### src/rtl/pc_fetch_unit_pkg.sv
// Shared definitions for the fetch stage: state encoding and default widths/reset vector.
package pc_fetch_unit_pkg;

  localparam int INSTR_W = 32;
  localparam logic [INSTR_W-1:0] RESET_PC_DEFAULT = 32'h0000_0000;

  typedef enum logic [1:0] {
    ST_RST  = 2'd0,
    ST_REQ  = 2'd1,
    ST_WAIT = 2'd2,
    ST_HOLD = 2'd3
  } fetch_state_e;

endpackage

### src/rtl/pc_fetch_unit_pc_next_sel.sv
// Next-PC selection: flush > redirect > sequential, with word alignment of targets
// and detection of misaligned targets.
module pc_next_sel #(
  parameter int XLEN = 32
) (
  input  logic [XLEN-1:0] pc_cur,
  input  logic            flush,
  input  logic [XLEN-1:0] flush_pc,
  input  logic            consume,
  input  logic            redirect_valid,
  input  logic [XLEN-1:0] redirect_target,
  output logic [XLEN-1:0] pc_next,
  output logic            pc_load,
  output logic            misalign
);

  localparam logic [XLEN-1:0] PC_STEP = XLEN'(4);

  logic [XLEN-1:0] target_raw_s;
  logic            use_target_s;

  // Priority mux; the low two bits of any accepted target are dropped.
  always_comb begin
    target_raw_s = redirect_target;
    use_target_s = 1'b0;
    pc_next      = pc_cur;
    pc_load      = 1'b0;
    if (flush) begin
      target_raw_s = flush_pc;
      use_target_s = 1'b1;
    end else if (consume && redirect_valid) begin
      use_target_s = 1'b1;
    end else begin
      use_target_s = 1'b0;
    end
    if (use_target_s) begin
      pc_next = {target_raw_s[XLEN-1:2], 2'b00};
      pc_load = 1'b1;
    end else if (consume) begin
      pc_next = pc_cur + PC_STEP;
      pc_load = 1'b1;
    end else begin
      pc_load = 1'b0;
    end
    misalign = use_target_s && (target_raw_s[1:0] != 2'b00);
  end

endmodule

### src/rtl/pc_fetch_unit.sv
// Fetch stage: holds the PC, issues one instruction-memory request at a time and
// buffers the returned instruction until execute consumes it.
module pc_fetch_unit
  import pc_fetch_unit_pkg::*;
#(
  parameter int              XLEN     = INSTR_W,
  parameter logic [XLEN-1:0] RESET_PC = RESET_PC_DEFAULT
) (
  input  logic            clk,
  input  logic            rst_n,
  output logic            imem_req,
  output logic [XLEN-1:0] imem_addr,
  input  logic            imem_rvalid,
  input  logic [XLEN-1:0] imem_rdata,
  output logic            instr_valid,
  output logic [XLEN-1:0] instr,
  output logic [XLEN-1:0] pc_out,
  output logic [XLEN-1:0] pc_plus4,
  input  logic            instr_ready,
  input  logic            redirect_valid,
  input  logic [XLEN-1:0] redirect_target,
  input  logic            flush,
  input  logic [XLEN-1:0] flush_pc,
  output logic            misalign_err
);

  localparam logic [XLEN-1:0] PC_STEP = XLEN'(4);

  fetch_state_e    state_r, state_nxt;
  logic [XLEN-1:0] pc_r, instr_r, pc_nxt_s;
  logic            instr_valid_r, kill_r, misalign_r;
  logic            kill_nxt, valid_nxt, capture_s, consume_s, pc_load_s, misalign_s;

  assign consume_s = (state_r == ST_HOLD) && instr_ready;

  pc_next_sel #(.XLEN(XLEN)) u_pc_next_sel (
    .pc_cur          (pc_r),
    .flush           (flush),
    .flush_pc        (flush_pc),
    .consume         (consume_s),
    .redirect_valid  (redirect_valid),
    .redirect_target (redirect_target),
    .pc_next         (pc_nxt_s),
    .pc_load         (pc_load_s),
    .misalign        (misalign_s)
  );

  // Next state; a flush kills an outstanding request so its response is discarded later.
  always_comb begin
    state_nxt = state_r;
    kill_nxt  = kill_r;
    valid_nxt = instr_valid_r;
    capture_s = 1'b0;
    if (flush) begin
      valid_nxt = 1'b0;
      if ((state_r == ST_REQ) || ((state_r == ST_WAIT) && !imem_rvalid)) begin
        kill_nxt  = 1'b1;
        state_nxt = ST_WAIT;
      end else begin
        kill_nxt  = 1'b0;
        state_nxt = ST_REQ;
      end
    end else begin
      case (state_r)
        ST_RST:  state_nxt = ST_REQ;
        ST_REQ:  state_nxt = ST_WAIT;
        ST_WAIT: begin
          if (imem_rvalid && kill_r) begin
            kill_nxt  = 1'b0;
            state_nxt = ST_REQ;
          end else if (imem_rvalid) begin
            capture_s = 1'b1;
            valid_nxt = 1'b1;
            state_nxt = ST_HOLD;
          end else begin
            state_nxt = ST_WAIT;
          end
        end
        ST_HOLD: begin
          if (instr_ready) begin
            valid_nxt = 1'b0;
            state_nxt = ST_REQ;
          end else begin
            state_nxt = ST_HOLD;
          end
        end
        default: state_nxt = ST_RST;
      endcase
    end
  end

  // State register.
  always_ff @(posedge clk or negedge rst_n) begin
    if (!rst_n) begin
      state_r <= ST_RST;
    end else begin
      state_r <= state_nxt;
    end
  end

  // Datapath registers: PC, instruction buffer, kill and sticky misalign flag.
  always_ff @(posedge clk or negedge rst_n) begin
    if (!rst_n) begin
      pc_r          <= RESET_PC;
      instr_r       <= '0;
      instr_valid_r <= 1'b0;
      kill_r        <= 1'b0;
      misalign_r    <= 1'b0;
    end else begin
      instr_valid_r <= valid_nxt;
      kill_r        <= kill_nxt;
      if (capture_s) begin
        instr_r <= imem_rdata;
      end
      if (pc_load_s) begin
        pc_r <= pc_nxt_s;
      end
      if (misalign_s) begin
        misalign_r <= 1'b1;
      end
    end
  end

  assign imem_req     = (state_r == ST_REQ);
  assign imem_addr    = pc_r;
  assign instr_valid  = instr_valid_r;
  assign instr        = instr_r;
  assign pc_out       = pc_r;
  assign pc_plus4     = pc_r + PC_STEP;
  assign misalign_err = misalign_r;

endmodule

### config.mk
export PLATFORM = sky130hd
export DESIGN_NAME = pc_fetch_unit
export DESIGN_NICKNAME = d
export VERILOG_FILES = /design/src/rtl/pc_fetch_unit_pkg.sv /design/src/rtl/pc_fetch_unit_pc_next_sel.sv /design/src/rtl/pc_fetch_unit.sv
export SDC_FILE = /design/constraint.sdc
export NUM_CORES = 1
export LEC_CHECK = 0
export CAP_MARGIN = 20
export CORE_ASPECT_RATIO = 1.1
export CORE_MARGIN = 2
export CORE_UTILIZATION = 37
export DETAILED_ROUTE_END_ITERATION = 8
export PLACE_DENSITY = 0.8
export SETUP_SLACK_MARGIN = 0.2
export SLEW_MARGIN = 5
export SYNTH_ARGS = -nofsm -noshare
export SYNTH_HDL_FRONTEND = slang
export SYNTH_HIERARCHICAL = 1
export SYNTH_SLANG_ARGS = --single-unit
### constraint.sdc
create_clock -name clk -period 2 [get_ports clk]
set_input_delay 0.4 -clock clk [delete_from_list [all_inputs] [get_ports clk]]
set_output_delay 0.4 -clock clk [all_outputs]
set_load 0.03 [all_outputs]
## Word-level counts from Yosys, hierarchy flattened

Index checks and enable logic that the tools add are counted.

| cells by class | value |
|---|---|
| add/subtract/negate cells | 1 |
| equal/unequal tests | 6 |
| muxes and demuxes | 26 |
| reductions and logical operators | 16 |

Operator list:

| operator | number |
|---|---|
| 2-to-1 mux 32 bit | 3 |
| adder 32 x 3 -> 32 bit, second input constant | 1 |
| 2-to-1 mux 1 bit | 17 |
| inequality test 3 bit, second input constant | 3 |
| 2-to-1 mux 2 bit | 4 |
| one-hot mux 2 bit (4 select lines) | 1 |
| nonzero test 2 bit | 4 |
| logical AND 1 bit | 5 |
| == test 2 bit, second input constant | 2 |
| AND reduction 2 bit | 2 |
| AND reduction 4 bit | 1 |
| nonzero test 3 bit | 1 |
| == test 2 x 1 -> 1 bit, second input constant | 1 |
| zero test 2 bit | 1 |
| one-hot mux 1 bit (2 select lines) | 1 |
| zero test 1 bit | 1 |
| logical OR 1 bit | 1 |

| word-level totals | value |
|---|---|
| bits in registers | 69 |
| output and inout bits | 131 |
| logic and storage cells | 55 |

## Depth between registers and ports, before layout

Gate-level depths: netlist (run 1).

| logic depth | value |
|---|---|
| word-level depth | 7 |
| depth in mapped cells | 8 |
| gate-level depth less buffers | 7 |

## Hierarchy

Netlist (run 1), hierarchy kept.

By module, submodules not included:

| module | instances | cells each | area an instance (µm²) | seq. area each (µm²) |
|---|---|---|---|---|
| pc_fetch_unit | 1 | 275 | 3373.2 | 1726.7 |
| pc_next_sel | 1 | 191 | 1267.5 | 0.0 |

## Worst setup path after synthesis (run 1)

OpenSTA, ideal clock, no wires.

| timing path | value |
|---|---|
| kind | flip-flop to output port |
| start | reg pc_r[2] (netlist: imem_addr[2]) |
| end | out pc_plus4[26] |
| data arrival time | 2114 ps |
| required time | 1600 ps |
| path slack | -514 ps |
| cell stages (with the launch flop) | 6 |
| buffers on the path | 0 |
| cells stage by stage | dfrtp_1 ha_1 nand3_1 nor2_1 nand4_1 xnor2_1 |

| between the ends | value |
|---|---|
| word-level cells in the longest chain between the ends | 1 |

RTL lines:

| item | RTL line | RTL |
|---|---|---|
| start: declaration | pc_fetch_unit.sv:30 | `logic [XLEN-1:0] pc_r, instr_r, pc_nxt_s;` |
| start signal: assignment | pc_fetch_unit.sv:116 | `pc_r <= pc_nxt_s;` |
| adder 32 x 3 -> 32 bit | pc_fetch_unit.sv:129 | `assign pc_plus4 = pc_r + PC_STEP;` |
| end: declaration | pc_fetch_unit.sv:18 | `output logic [XLEN-1:0] pc_plus4,` |

Every way passes these cells.

## Worst setup path in the final report (run 1)

| timing path | value |
|---|---|
| start | reg pc_r[16] (netlist: imem_addr[16]) |
| end | out pc_plus4[22] |

Same word-level chain as after synthesis.

==> results of run 1 <==
-- worst paths after layout --
kind	startpoint	end	depth (start not counted)	slack (ns)
worst min register to register	misalign_err$_DFFE_PN0P_	misalign_err$_DFFE_PN0P_	1	0.47
worst max-delay path	imem_addr[16]$_DFFE_PN0P_	pc_plus4[22]	6	-0.42
max in group asynchronous	rst_n	imem_addr[28]$_DFFE_PN0P_	2	1.40
worst max register to register	imem_addr[3]$_DFFE_PN0P_	imem_addr[20]$_DFFE_PN0P_	13	-0.26
worst min-delay path	rst_n	instr[19]$_DFFE_PN0P_	1	0.02
min in group clk	misalign_err$_DFFE_PN0P_	misalign_err$_DFFE_PN0P_	1	0.47
-- worst reg2reg max path, cell delays in order (launching register included) --
cell     delay, ns
dfrtp_2       0.44
buf_6         0.12
buf_6         0.08
buf_6         0.09
buf_6         0.10
ha_4          0.14
nand2_4       0.06
nor4_4        0.19
buf_4         0.17
buf_6         0.13
nand4_1       0.11
xor2_1        0.16
a21oi_1       0.09
mux2_4        0.27
-- metrics by stage --
step	setup TNS [ns]	hold slack (ns)	total power, mW	setup slack (ns)	instance area, sq um
after floorplan	-1.304	0.1044	7.518	-0.1377	5119
after detailed placement	-14.68	0.3803	10.67	-0.5723	7844
after global placement	-13.12	0.3801	10.50	-0.5261	7844
after global routing	-14.24	0.04244	13.89	-0.4707	9335
final	-10.30	0.01599	13.32	-0.4192	9335
after CTS	-7.463	0.02525	12.88	-0.4190	9001
-- layer usage --
| layer | vias up | global-route usage, % | wire length [microns] | share of wire, % |
|---|---|---|---|---|
| met5 | - | 0 | 0 | 0 |
| met4 | 0 | 8.672 | 593 | 3.2 |
| met3 | 48 | 6.843 | 1382 | 7.6 |
| met2 | 241 | 47.97 | 9771 | 53 |
| met1 | 2414 | 28.62 | 6547 | 36 |
| li1 | 2253 | - | - | - |
-- cell families after synthesis --
group / after synthesis
multiplexers: 69
AND/OR/NAND/NOR: 146
adder cells (fa/ha/maj): 2
flip-flops: 69
buffers and inverters: 61
XOR/XNOR: 56
AO/OA/AOI/OAI: 63
-- flip-flops by register name (all words and copies together) (netlist names) --
register / flops
misalign_err: 1
instr_valid: 1
kill_r: 1
imem_addr: 32
instr: 32
state_r: 2
-- layout by cell type, fill, tap and decap left out, drive strengths merged, types with 3 or more instances in the layout --
cell           instances
dfrtp                 69
mux2i                  7
nor2b                 23
dlymetal6s2s          14
a211oi                24
clkbuf                13
xnor2                 26
a21oi                 26
and3                   8
inv                    6
and2                   3
nor4                   5
clkinv                 3
xor2                  30
nand3                 23
clkdlybuf4s15         19
buf                  167
nor2                  16
clkdlybuf4s50        115
and4                   3
mux2                  62
nand4                 19
nor3                   5
dlygate4sd2           41
nand2                 31
o21ai                 11
-- power by group through the flow --
stage                     Combinational [mW]  Sequential, mW  Clock [mW]
after floorplan                         3.39            4.13           0
after global placement                  7.83            2.67           0
after detailed placement                7.95            2.72           0
after CTS                               8.65            2.63        1.60
after global routing                    9.51            2.71        1.67
final                                   9.10            2.63        1.59
-- repair_timing --
item | 4_1_cts | 5_1_grt
pin swaps | 67 | 49
cloned | 7 | 0
setup buffers | 32 | 17
setup endpoints to repair | 132 | 92
resized for setup | 267 | 88
-- cell type report --
cell class / count / area share, %
repair buffers: 359 / 38.53
flip-flops and latches: 69 / 18.79
clock buffers: 10 / 2.453
inverters: 6 / 0.2681
well taps: 154 / 2.064
clock inverters: 6 / 0.6836
multi-input cells: 336 / 37.21
==> results.py, run 1 <==
metrics = {
    "placed_design": {
        "port_buffers": 232,
        "place_congestion": 0.8030,
        "dp_cells": 868,
        "hpwl_mm": 12.16,
    },
    "outcome": {
        "outcome": "complete, but fails checks",
        "violations": "setup timing",
    },
    "logic_synthesis": {
        "synth_fa_ha_area_share_pct": 0.5392,
        "yosysTopAreaCell": "dfrtp_1",
        "yosysMostFrequentCell": "dfrtp_1",
        "synthMuxAreaShare_pct": 16.55,
        "synth_fp_nets": 570,
        "synth_top_area_share_pct": 37.21,
        "synth-compound-area-share_pct": 8.304,
        "synth-edff-count": 0,
        "synth_seq_cells": 69,
        "yosys-top-cells-count": "dfrtp_1, mux2_2, buf_4",
        "synthCells": 466,
        "yosys.area_share.simple_pct": 18.95,
        "synth_xor_xnor_area_share_pct": 10.57,
        "synth_area_leaders": "dfrtp_1, mux2_2, buf_4",
        "yosysSeqAreaShare_pct": 37.21,
        "synth_top_family_by_area": "simple AND/OR/NAND/NOR gates",
        "async_reset_ff_share_pct": 100.0,
        "synthFlopType": "dfrtp_1",
        "yosysWarnings": 6,
        "synth_area_sq_um": 4641,
        "syn_avg_cell_area_sq_um": 9.959,
        "synth_cell_type_count": 42,
    },
    "power_and_ir_drop": {
        "p_per_area_nw_per_um2": 1426,
        "p_sw_share_pct": 46.29,
        "intPower_mw": 7.151,
        "switchingPower_mw": 6.164,
        "pwr-share-clk_pct": 11.9,
        "power_frac_comb_pct": 68.3,
        "peakVddDrop_mv": 1.027,
        "power_frac_seq_pct": 19.8,
        "leakagePower_nw": 4.210,
    },
    "sta": {
        "min_period_over_period_pct": 121.0,
        "fmax_mhz": 413.4,
        "slew_headroom_pct": 63.95,
        "finalCriticalPeriod_ns": 2.419,
        "hold_viol_final": 0,
        "drv_slew": 0,
        "setup_viol": 50,
        "fin_skew_ns": 0.006997,
        "rsz0062_at_grt": "true",
        "worst_slack_ns": -0.4192,
        "tightest_slew_ns": 0.5384,
    },
    "critical_path": {
        "path_cells": "nand4_1, nor4_4, buf_6, nand3_1, xnor2_4, buf_4",
        "worstPathArrival_ns": 2.02,
        "path_buf_inv": 2,
        "required_ns": 1.60,
        "cp-end-kind": "primary output",
        "cp-start-kind": "register",
        "critPathSlowestCell": "nor4_4",
        "slowest_delay_ns": 0.42,
        "path_class": "reg2out",
        "crit_family": "simple AND/OR/NAND/NOR gates",
        "path_max_fanout": 6,
    },
    "die": {
        "die_w_microns": 110.8,
        "die_height_microns": 121.5,
        "die-area_sq_um": 13460,
        "rows": 42,
        "pin_count": 233,
        "coreArea_sq_um": 12140,
        "initial_core_util_pct": 38.23,
    },
    "clocking": {
        "cts_made_buffers": 9,
        "path_clk_slew_ns": 0.06,
        "insertion_delay_ns": 0.33,
        "hold_buffers": 0,
        "cts_tree": "done",
        "root_buffer": "clkbuf_16",
        "cts.path.max_buffers": 2,
        "clock_sinks": 69,
        "cts_max_level": 3,
    },
    "job": {
        "maxCapViolCount": 0,
    },
    "final_layout": {
        "fin_util_pct": 76.90,
        "area_delta_synth_final_pct": 101.2,
        "register_area_sq_um": 1754,
        "drive_above_1_share_pct": 47.58,
        "instances_no_fill": 940,
        "fillers": 741,
        "antenna_cells": 0,
        "multiInputGateArea_sq_um": 3473,
        "final_nets": 885,
    },
    "route": {
        "routed_via_density": 5.272,
        "finalWirelength_mm": 18.30,
        "vias": 4956,
        "drt_pass1_iterations": 4,
        "routedWlPerCell_microns": 19.46,
        "drt_iter0_drc": 203,
        "ant_nets": 0,
        "drc": 0,
    },
    "global_route": {
        "grt_pass1_vias": 5261,
        "antenna_found_initial": 0,
        "grt_max_degree": 38,
        "grt_pass1_wl_mm": 27.44,
        "grt.overflow.total": 0,
        "grt_use_total_pct": 25.83,
    },
    "min_path": {
        "hold_class": "in2async",
    },
}
No activity file was read; power rests on OpenSTA's default activity.
==> inputs of run 2 (changes only) <==
--- a/config.mk
+++ b/config.mk
@@ -8,10 +8,11 @@
 export CAP_MARGIN = 20
 export CORE_ASPECT_RATIO = 1.1
 export CORE_MARGIN = 2
-export CORE_UTILIZATION = 37
+export CORE_UTILIZATION = 45
 export DETAILED_ROUTE_END_ITERATION = 8
-export PLACE_DENSITY = 0.8
-export SETUP_SLACK_MARGIN = 0.2
+export DONT_BUFFER_PORTS = 1
+export PLACE_DENSITY = 0.64
+export SETUP_SLACK_MARGIN = 0.3
 export SLEW_MARGIN = 5
 export SYNTH_ARGS = -nofsm -noshare
 export SYNTH_HDL_FRONTEND = slang
==> results.py, run 2 (synthesized netlist as in run 1, its figures left out) <==
metrics = {
    "outcome": {
        "outcome": "complete, but fails checks",
        "violations": "hold timing, setup timing",
    },
    "global_route": {
        "grt_max_degree": 70,
        "antenna_found_initial": 0,
        "grt.overflow.total": 0,
        "grt_use_total_pct": 25.07,
        "grt_pass1_wl_mm": 21.60,
        "grt_pass1_vias": 4224,
    },
    "final_layout": {
        "register_area_sq_um": 1755,
        "mostFrequentLayoutCells": "buf_4, buf_6, dfrtp_1",
        "multiInputGateArea_sq_um": 3471,
        "final_common_cell": "buf_4",
        "fillers": 654,
        "fin_util_pct": 72.65,
        "drive_above_1_share_pct": 61.82,
        "final_nets": 683,
        "area_delta_synth_final_pct": 55.57,
        "fin_area_sq_um": 7219,
        "instances_no_fill": 704,
        "antenna_cells": 0,
    },
    "route": {
        "routed_via_density": 5.815,
        "routedWlPerCell_microns": 21.44,
        "drt_pass1_iterations": 4,
        "drc": 0,
        "ant_nets": 0,
        "drt_iter0_drc": 154,
        "vias": 4094,
        "finalWirelength_mm": 15.09,
    },
    "power_and_ir_drop": {
        "leakagePower_nw": 3.083,
        "peakVddDrop_mv": 1.241,
        "p_per_area_nw_per_um2": 1555,
    },
    "critical_path": {
        "critPathSlowestCell": "dfrtp_2",
        "required_ns": 1.60,
        "r2r_slack_ns": -0.17,
        "path_max_fanout": 4,
        "cp-start-kind": "register",
        "reg2reg_depth": 12,
        "slowest_delay_ns": 0.37,
        "worstPathArrival_ns": 2.00,
        "path_class": "reg2out",
        "r2r-end": "imem_addr[28]$_DFFE_PN0P_",
        "cp-end-kind": "primary output",
        "r2r-start": "imem_addr[2]$_DFFE_PN0P_",
        "path_cells": "nand4_1, nor4_2, buf_4, buf_6, nand4_1, xnor2_2, buf_6",
    },
    "clocking": {
        "clock_sinks": 69,
        "root_buffer": "clkbuf_8",
        "cts_max_level": 3,
        "insertion_delay_ns": 0.36,
        "cts.path.max_buffers": 2,
        "cts_made_buffers": 9,
        "path_clk_slew_ns": 0.07,
        "cts_tree": "done",
    },
    "job": {
        "maxCapViolCount": 0,
    },
    "sta": {
        "tightest_slew_ns": 0.4768,
        "rsz0062_at_grt": "true",
        "drv_slew": 0,
        "setup_viol": 44,
        "slew_headroom_pct": 68.21,
        "fmax_mhz": 416.3,
        "finalCriticalPeriod_ns": 2.402,
        "worst_slack_ns": -0.4024,
        "hold_viol_final": 69,
        "min_period_over_period_pct": 120.1,
        "fin_skew_ns": 0.009179,
        "hold_ws_ns": -0.2749,
    },
    "die": {
        "rows": 38,
        "initial_core_util_pct": 46.70,
        "die_height_microns": 110.5,
        "die-area_sq_um": 11140,
        "coreArea_sq_um": 9937,
        "die_w_microns": 100.8,
        "pin_count": 233,
    },
    "placed_design": {
        "place_congestion": 0.8397,
        "place_ws_ns": -0.04890,
        "hpwl_mm": 9.210,
        "placed_cell_area_sq_um": 5604,
        "port_buffers": 0,
        "dp_cells": 618,
    },
    "min_path": {
        "hold_class": "in2async",
    },
}
run 2: changes by cell type in the layout (fill, tap and decap cells not counted), sizes merged, moves of 12 or more:
cell,before,now
clkdlybuf4s15,19,0
buf,167,155
clkdlybuf4s50,115,0
dlymetal6s2s,14,0
dlygate4sd2,41,0
run 2: layout make-up:
cell class                 count  area share [%]
timing repair buffer         157           22.58
clock inverter                 5          0.4853
tap                          120           2.080
sequential                    69           24.32
clock buffer                  11           2.097
inverter                       6          0.3640
multi-input combinational    336           48.08
run 2: power by group:
| part | switching, mW | total (mW) | internal [mW] |
|---|---|---|---|
| Combinational | 3.95 | 6.90 | 2.95 |
| Sequential | 1.21 | 3.24 | 2.03 |
| Clock | 0.573 | 1.09 | 0.517 |
| Total | 5.74 | 11.2 | 5.49 |
run 2: worst max path at each step:
stage                                         start                        end  slack [ns]
after floorplan            imem_addr[3]$_DFFE_PN0P_               pc_plus4[18]       -0.14
after global placement                  instr_ready  imem_addr[11]$_DFFE_PN0P_       0.003
after detailed placement   imem_addr[4]$_DFFE_PN0P_               pc_plus4[23]       -0.05
after CTS                  imem_addr[3]$_DFFE_PN0P_               pc_plus4[18]       -0.34
after global routing      imem_addr[16]$_DFFE_PN0P_               pc_plus4[31]       -0.49
final                     imem_addr[15]$_DFFE_PN0P_               pc_plus4[31]       -0.40
run 2: routing by layer:
| layer | wire length, microns | track usage (%) |
|---|---|---|
| met1 | 5397 | 27.82 |
| met2 | 8214 | 44.93 |
| met3 | 1124 | 6.899 |
| met4 | 356 | 9.041 |
| met5 | 0 | 0 |
run 2: critical path, delay by kind of cell (launching register included):
family | cells | cell delay (ns)
buffers and inverters | 3 | 0.50
DFF | 1 | 0.37
xor gates and xnor gates | 1 | 0.21
and+or+nand+nor | 3 | 0.56
run 2: stage by stage:
| step | hold slack, ns | setup TNS, ns | total power [mW] |
|---|---|---|---|
| finish | -0.2749 | -8.171 | 11.23 |
| global route | -0.2951 | -12.41 | 11.71 |
| CTS | -0.2820 | -5.899 | 10.63 |
| detailed placement | 0.1054 | -0.2712 | 8.577 |
| global placement | 0.1056 | 0 | 8.477 |
| floorplan | 0.1044 | -1.351 | 7.539 |
run 2: what timing repair did:
item | 4_1_cts | 5_1_grt
gates resized for setup | 110 | 81
setup endpoints to repair | 62 | 101
cloned | 5 | 3
pin swaps | 35 | 56
hold endpoints to repair | 69 | 69
setup buffers | 37 | 25
==> inputs of run 3 (changes only) <==
--- a/config.mk
+++ b/config.mk
@@ -7,11 +7,13 @@
 export LEC_CHECK = 0
 export CAP_MARGIN = 20
 export CORE_ASPECT_RATIO = 1.1
-export CORE_MARGIN = 2
+export CORE_MARGIN = 8
 export CORE_UTILIZATION = 45
+export CTS_CLUSTER_SIZE = 24
 export DETAILED_ROUTE_END_ITERATION = 8
 export DONT_BUFFER_PORTS = 1
 export PLACE_DENSITY = 0.64
+export REMOVE_ABC_BUFFERS = 1
 export SETUP_SLACK_MARGIN = 0.3
 export SLEW_MARGIN = 5
 export SYNTH_ARGS = -nofsm -noshare
==> results.py, run 3 (synthesized netlist as in run 1, its figures left out) <==
metrics = {
    "outcome": {
        "outcome": "complete, but fails checks",
        "violations": "hold timing, setup timing",
    },
    "placed_design": {
        "place_congestion": 0.8297,
        "dp_cells": 625,
        "port_buffers": 0,
        "hpwl_mm": 9.877,
    },
    "power_and_ir_drop": {
        "power_mw": 11.67,
        "intPower_mw": 5.941,
        "peakVddDrop_mv": 0.8666,
        "leakagePower_nw": 3.077,
        "p_per_area_nw_per_um2": 1635,
        "p_sw_share_pct": 49.09,
        "power_frac_seq_pct": 28.1,
        "pwr-share-clk_pct": 13.9,
        "switchingPower_mw": 5.727,
        "power_frac_comb_pct": 58.0,
    },
    "global_route": {
        "use_met2_pct": 37.93,
        "grt_util_met1_pct": 21.59,
        "antenna_found_initial": 0,
        "grt.overflow.total": 0,
        "grt_use_total_pct": 21.15,
        "grt_max_degree": 70,
        "use_met3_pct": 9.596,
        "top_usage_layer": "met2",
        "grt_pass1_wl_mm": 22.89,
        "grt_pass1_vias": 4330,
    },
    "die": {
        "pin_count": 233,
        "coreArea_sq_um": 10200,
        "rows": 39,
        "initial_core_util_pct": 45.50,
        "die-area_sq_um": 13820,
        "die_height_microns": 122.5,
        "die_w_microns": 112.8,
    },
    "clocking": {
        "clock_sinks": 69,
        "path_clk_slew_ns": 0.06,
        "cts_tree": "done",
        "cts_max_level": 3,
        "cts.path.max_buffers": 2,
        "cts_made_buffers": 9,
        "root_buffer": "clkbuf_16",
        "insertion_delay_ns": 0.33,
    },
    "sta": {
        "fin_tns_setup_ns": -7.148,
        "drv_slew": 0,
        "hold_viol_final": 69,
        "finalCriticalPeriod_ns": 2.303,
        "fin_skew_ns": 0.008815,
        "worst_slack_ns": -0.3031,
        "min_period_over_period_pct": 115.2,
        "hold_ws_ns": -0.2279,
        "setup_viol": 47,
        "tightest_slew_ns": 0.8471,
        "fmax_mhz": 434.2,
        "rsz0062_at_grt": "true",
        "slew_headroom_pct": 43.52,
    },
    "job": {
        "maxCapViolCount": 0,
    },
    "critical_path": {
        "cp-start-kind": "register",
        "path_class": "reg2out",
        "path_max_fanout": 5,
        "worstPathArrival_ns": 1.90,
        "required_ns": 1.60,
        "cp-end-kind": "primary output",
    },
    "final_layout": {
        "drive_above_1_share_pct": 56.38,
        "fillers": 694,
        "area_delta_synth_final_pct": 53.82,
        "final_nets": 695,
        "final_common_cell": "buf_4",
        "antenna_cells": 0,
        "instances_no_fill": 719,
        "mostFrequentLayoutCells": "buf_4, dfrtp_1, mux2_2",
    },
    "route": {
        "vias": 4163,
        "drc": 0,
        "drt_iter0_drc": 202,
        "routed_via_density": 5.790,
        "ant_nets": 0,
        "drt_pass1_iterations": 4,
        "routedWlPerCell_microns": 22.89,
        "finalWirelength_mm": 16.46,
    },
    "min_path": {
        "hold_class": "in2async",
    },
}
## run 3: final cells by class
cell class | instances | area (sq um) | area share, %
clock inverter | 6 | 71.32 | 0.9991
clock buffer | 10 | 239.0 | 3.348
sequential | 69 | 1738 | 24.35
multi-input combinational | 337 | 3092 | 43.31
tap | 123 | 153.9 | 2.156
inverter | 6 | 26.28 | 0.3681
timing repair buffer | 168 | 1818 | 25.47
## run 3: repair_timing
item                                   CTS  global route
endpoints found under the hold margin   69            69
gates cloned                             9             3
pin swaps                               24            46
resized for setup                      112            89
buffers inserted                        34            32
setup endpoints to repair               58            96
## run 3: power groups by stage
| stage | combinational, mW | clock, mW | sequential (mW) |
|---|---|---|---|
| 6_report | 6.76 | 1.62 | 3.28 |
| 5_1_grt | 7.11 | 1.71 | 3.37 |
| 4_1_cts | 6.05 | 1.66 | 3.25 |
| 3_5_place_dp | 4.98 | 0 | 3.26 |
| 3_3_place_gp | 4.90 | 0 | 3.25 |
| 2_1_floorplan | 2.13 | 0 | 4.43 |
## run 3: path summary, 6_finish.rpt
check,start,to,slack [ns],depth (start not counted)
min,rst_n,imem_addr[29]$_DFFE_PN0P_,-0.23,0
max reg2reg,imem_addr[3]$_DFFE_PN0P_,imem_addr[30]$_DFFE_PN0P_,-0.21,11
max,imem_addr[14]$_DFFE_PN0P_,pc_plus4[27],-0.30,7
min reg2reg,imem_addr[11]$_DFFE_PN0P_,imem_addr[11]$_DFFE_PN0P_,0.61,1
min in group clk,flush,instr_valid$_DFFE_PN0P_,0.17,1
max in group asynchronous,rst_n,imem_addr[0]$_DFFE_PN0P_,2.10,0
## run 3: stage by stage
step / util (%) / worst slack, ns / hold slack (ns) / instance area (sq um)
2_1_floorplan: - / -1.572 / 0.1044 / 4298
5_1_grt: 69.99 / -0.4018 / -0.2496 / 7138
3_3_place_gp: 50.95 / -0.03562 / 0.1069 / 5196
6_report: 69.99 / -0.3031 / -0.2279 / 7138
4_1_cts: 63.58 / -0.3090 / -0.2506 / 6484
3_5_place_dp: 50.95 / -0.08309 / 0.1076 / 5196
## run 3: critical path, stage by stage, from the launching register on
cell and delay [ns]:
dfrtp_1 0.45, nand2_4 0.11, nor4_4 0.31, buf_4 0.17, buf_6 0.12, nand3_1 0.10
xnor2_1 0.15, buf_4 0.18
## run 3: metal layers
layer / part of all wire (%) / routed length, microns / vias up
met4: 1.8 / 291 / 0
met2: 52 / 8556 / 227
li1: - / - / 1881
met3: 11 / 1799 / 24
met1: 35 / 5810 / 2031
met5: 0 / 0 / -
